## src/rtl/reg_share_arbiter.sv

```systemverilog
// Four-requester round-robin arbiter sharing one capture register.
// Each capture raises valid for HOLD cycles before the next arbitration.
module reg_share_arbiter #(
    parameter int WIDTH = 8,
    parameter int HOLD  = 2
) (
    input  logic               clk,
    input  logic               rst,
    input  logic [3:0]         req,
    input  logic [4*WIDTH-1:0] d_in,
    output logic [3:0]         gnt,
    output logic [3:0]         ack,
    output logic [WIDTH-1:0]   q,
    output logic [WIDTH-1:0]   qb,
    output logic               valid,
    output logic               busy
);

    typedef enum logic [1:0] {
        S_IDLE,
        S_GRANT,
        S_HOLD
    } state_t;

    localparam logic [3:0] HOLD_INIT = 4'(HOLD - 1);

    state_t             r_state;
    state_t             w_next_state;
    logic [1:0]         r_ptr;
    logic [1:0]         r_win;
    logic [3:0]         r_cnt;
    logic [3:0]         r_gnt;
    logic [3:0]         r_ack;
    logic [WIDTH-1:0]   r_q;
    logic               r_valid;

    logic [1:0]         w_win;
    logic [1:0]         w_idx;
    logic               w_found;
    logic               w_capture;
    logic [WIDTH-1:0]   w_slice;

    // Round-robin search: first asserted request at or above r_ptr, mod 4.
    always_comb begin
        w_win   = r_ptr;
        w_idx   = '0;
        w_found = 1'b0;
        for (int unsigned i = 0; i < 4; i++) begin
            w_idx = r_ptr + 2'(i);
            if (!w_found && req[w_idx]) begin
                w_win   = w_idx;
                w_found = 1'b1;
            end
        end
    end

    always_comb begin
        w_slice = '0;
        for (int unsigned i = 0; i < 4; i++) begin
            if (r_win == 2'(i)) begin
                w_slice = d_in[i*WIDTH +: WIDTH];
            end
        end
    end

    always_ff @(posedge clk) begin
        if (rst) begin
            r_state <= S_IDLE;
        end else begin
            r_state <= w_next_state;
        end
    end

    always_comb begin
        w_next_state = r_state;
        w_capture    = 1'b0;
        case (r_state)
            S_IDLE: begin
                if (|req) begin
                    w_next_state = S_GRANT;
                end
            end
            S_GRANT: begin
                w_capture    = req[r_win];
                w_next_state = req[r_win] ? S_HOLD : S_IDLE;
            end
            S_HOLD: begin
                if (r_cnt == '0) begin
                    w_next_state = S_IDLE;
                end
            end
            default: w_next_state = S_IDLE;
        endcase
    end

    always_ff @(posedge clk) begin
        if (rst) begin
            r_ptr   <= '0;
            r_win   <= '0;
            r_cnt   <= '0;
            r_gnt   <= '0;
            r_ack   <= '0;
            r_q     <= '0;
            r_valid <= 1'b0;
        end else begin
            r_ack <= '0;
            case (r_state)
                S_IDLE: begin
                    if (|req) begin
                        r_gnt <= 4'b0001 << w_win;
                        r_win <= w_win;
                    end
                end
                S_GRANT: begin
                    r_gnt <= '0;
                    if (w_capture) begin
                        r_q     <= w_slice;
                        r_ack   <= 4'b0001 << r_win;
                        r_valid <= 1'b1;
                        r_ptr   <= r_win + 2'd1;
                        r_cnt   <= HOLD_INIT;
                    end
                end
                S_HOLD: begin
                    if (r_cnt == '0) begin
                        r_valid <= 1'b0;
                    end else begin
                        r_cnt <= r_cnt - 4'd1;
                    end
                end
                default: ;
            endcase
        end
    end

    assign gnt   = r_gnt;
    assign ack   = r_ack;
    assign q     = r_q;
    assign qb    = ~r_q;
    assign valid = r_valid;
    assign busy  = (r_state != S_IDLE);

endmodule

```

## config.mk

```make
export PLATFORM = sky130hd
export DESIGN_NAME = reg_share_arbiter
export DESIGN_NICKNAME = d
export VERILOG_FILES = /design/src/rtl/reg_share_arbiter.sv
export SDC_FILE = /design/constraint.sdc
export NUM_CORES = 1
export LEC_CHECK = 0
export CAP_MARGIN = 20
export CORE_ASPECT_RATIO = 1.2
export CORE_MARGIN = 1.5
export CORE_UTILIZATION = 35
export DETAILED_ROUTE_END_ITERATION = 12
export GPL_ROUTABILITY_DRIVEN = 0
export PLACE_DENSITY = 0.78
export SYNTH_ARGS = -nofsm -noshare
export SYNTH_HDL_FRONTEND = slang
export SYNTH_SLANG_ARGS = --single-unit
```

## constraint.sdc

```tcl
create_clock -name clk -period 2.78 [get_ports clk]
set_clock_uncertainty 0.15 [all_clocks]
set_input_delay 0.417 -clock clk [delete_from_list [all_inputs] [get_ports clk]]
set_output_delay 0.417 -clock clk [all_outputs]
set_load 0.01 [all_outputs]
```

==> flow_summary.toml <==
[global_routing]
use_met1_pct = 20.7
grt_use_met3_pct = 3.72
grtUsageMet2_pct = 28.8
grt_use_total_pct = 16.9
antenna_found_initial = 0
grt_first_pass_wirelength_um = 5930
top_usage_layer = "met2"
grt_max_degree = 24
grt_remaining_overflow = 0
grt_pass1_vias = 1417

[layout]
area_growth_pct = 52.0
mostFrequentLayoutCells = "63 x clkdlybuf4s50_1, 27 x dfxtp_1, 17 x nor2_1, 15 x inv_1, 15 x nand2_1"
num_antenna_cells = 0
seq_area_um2 = 541
final_layout_size_suffix_gt1_share_pct = 5.51
final_core_util_pct = 55.4
final_common_cell = "clkdlybuf4s50_1"
fill_cells = 367
layout.nets = 281
multi_input_area_um2 = 798

[worst_setup_path]
ff2ff_setup_slack_ps = 510
crit_path_end = "r_ptr[1]"
crit_type = "in -> reg"
cp-end-kind = "flip-flop"
crit-reg2reg-launch = "r_win[0]"
worstSetupStartpoint = "req[1]"
rr_worst_depth = 4
critPathLaunchType = "primary input"
cp_max_fo = 23
critPathArrivalTime_ps = 2340
r2r_end = "r_cnt[1]"
critical_path_required_ps = 2780

[yosys]
syn_area_per_cell_um2 = 8.36
syn_nets = 216
ys_warn_count = 0
synth_cell_type_count = 34
ys_seq_area_share_pct = 37.6
netlist_area_mm2 = 0.00144
synth-seq-cells = 27
syn_inst = 172

[sta]
tightest_slew_ps = 692
setup_ws_ps = 439
hold_viol_final = 0
relSlewSlack_pct = 53.9
fin_crit_sh_pct = 84.2
fin_tns_setup_ps = 0
max_freq_mhz = 427
fin_crit_ps = 2340
setup_viol = 0
maxSlewViolCount = 0
fin_hold_ws_ps = 310
rsz0062_at_grt = "false"

[detailed_routing]
vias_per_cell = 5.04
drcViolationCount = 0
drtIter0Drc = 86
drt_pass1_iterations = 4
postRouteAntennaNets = 0
wl_per_cell_um = 12.9
wirelength_um = 3730
num_vias = 1462

[outcome]
outcome = "finished clean"

[power_and_ir_drop]
p_sw_share_pct = 29.4
p_clk_share_pct = 22.5
p_leak_nw = 0.784
power_w = 0.000999
switchingPower_w = 0.000294
powerDensity_mw_per_mm2 = 457
pwr-share-seq_pct = 44.7
power.internal_w = 0.000706
p_comb_share_pct = 32.8
ir_drop_mv = 0.276

[floorplanning]
start_util_pct = 36.5
core_mm2 = 0.00394
rows = 25
dieWidth_um = 61.5
ios = 64
die_area_mm2 = 0.00450
die_h_um = 73.2

[clocking]
cts-resized-gates = 0
clock-sinks = 27
cts_tree = "built"
clockRootBuffer = "clkbuf_8"
clockBufferDepth = 2
cts_hold_buf = 0
htreeDepth = 1
cts_made_buffers = 3
post_cts_buffers = 0
cts.clk_slew.worst_paths_ps = 100
clock_latency_ps = 270

[placed_design]
place_ws_ps = 174
portBuffers = 63
dpl.hpwl_um = 2800

[flow_run]
drv_cap = 0

[hold_path]
hp-class = "reg -> reg"
==> synthesized netlist by cell type <==
master	number	area [um2]
dfxtp_1	27	541
nor2_1	17	63.8
inv_1	15	56.3
nand2_1	15	56.3
nor2b_1	12	75.1
o21ai_0	12	60.1
a21oi_1	7	35.0
a221oi_1	7	61.3
o311ai_0	7	61.3
clkbuf_1	6	22.5
ha_1	6	75.1
nand2b_1	5	31.3
nor3_1	4	20.0
nor4b_1	4	35.0
mux2i_1	3	30.0
nor3b_1	3	22.5
a211oi_1	2	15.0
a22oi_1	2	15.0
and3b_1	2	17.5
xor2_1	2	17.5
a2111oi_0	1	8.76
a21o_1	1	7.51
a2bb2oi_1	1	8.76
a32o_1	1	10.0
buf_1	1	3.75
buf_2	1	5.00
buf_6	1	11.3
mux4_2	1	22.5
o21bai_1	1	7.51
o221a_2	1	11.3
o32a_1	1	10.0
or2_2	1	6.26
or3_1	1	6.26
or4_1	1	7.51
==> per-layer routing <==
metal | routed length [um] | share of wire, % | up-vias
met5 | 0 | 0 | -
met4 | 33 | 0.89 | 0
met3 | 378 | 10 | 4
met2 | 1640 | 44 | 62
met1 | 1670 | 45 | 655
li1 | - | - | 741
==> registers in the layout, indices dropped and copies added (netlist names) <==
name and cells:
q 8, ack 4, r_state 2, r_ptr 2
r_win 2, valid 1, gnt 4, r_cnt 4
==> logic make-up (layout without fill, tap and decap cells) <==
group	count (synthesis)	after routing	share of synthesized area (%)
AND/OR/NAND/NOR	65	65	23.8
XOR/XNOR	2	2	1.22
multiplexers	4	4	3.66
adder cells (fa/ha/maj)	6	6	5.22
flip-flops	27	27	37.6
AO/OA/AOI/OAI	44	44	21.7
buffers and inverters	24	88	6.87
==> metrics by stage <==
| step | cell area, um2 | std cells |
|---|---|---|
| 6_report | 2180 | 290 |
| 5_1_grt | 2180 | 290 |
| 4_1_cts | 2180 | 290 |
| 3_5_place_dp | 2140 | 286 |
| 3_3_place_gp | 2140 | 286 |
| 2_1_floorplan | 1440 | 172 |
==> power by group through the flow <==
stage,clock [W],combinational (W),sequential (W)
2_1_floorplan,0,0.000160,0.000458
3_3_place_gp,0,0.000327,0.000455
3_5_place_dp,0,0.000330,0.000455
4_1_cts,0.000232,0.000332,0.000446
5_1_grt,0.000243,0.000367,0.000452
6_report,0.000225,0.000328,0.000446
==> worst max-delay path, stage by stage <==
cell             delay [ps]
clkdlybuf4s50_1         530
mux4_2                  260
and3b_1                 610
buf_4                   240
mux2i_1                 210
nor2_1                   60
==> worst min-delay path by stage <==
stage / start / to / cells after the start / slack (ps)
after global placement: gnt[2] / gnt[2] / 2 / 300
after CTS: gnt[0] / gnt[0] / 2 / 320
after global routing: gnt[2] / gnt[2] / 2 / 350
after detailed placement: gnt[2] / gnt[2] / 2 / 290
after floorplan: gnt[0] / gnt[0] / 2 / 330
final: gnt[0] / gnt[0] / 2 / 310
==> area by class of cell <==
cell class                      instances  share of cell area (%)
Clock buffer                            3                    1.89
Clock inverter                          1                   0.229
Inverter                               15                    2.58
Multi-Input combinational cell        121                    36.5
Sequential cell                        27                    24.7
Tap cell                               54                    3.09
Timing Repair Buffer                   69                    30.9
(Power assumes the default switching activity.)
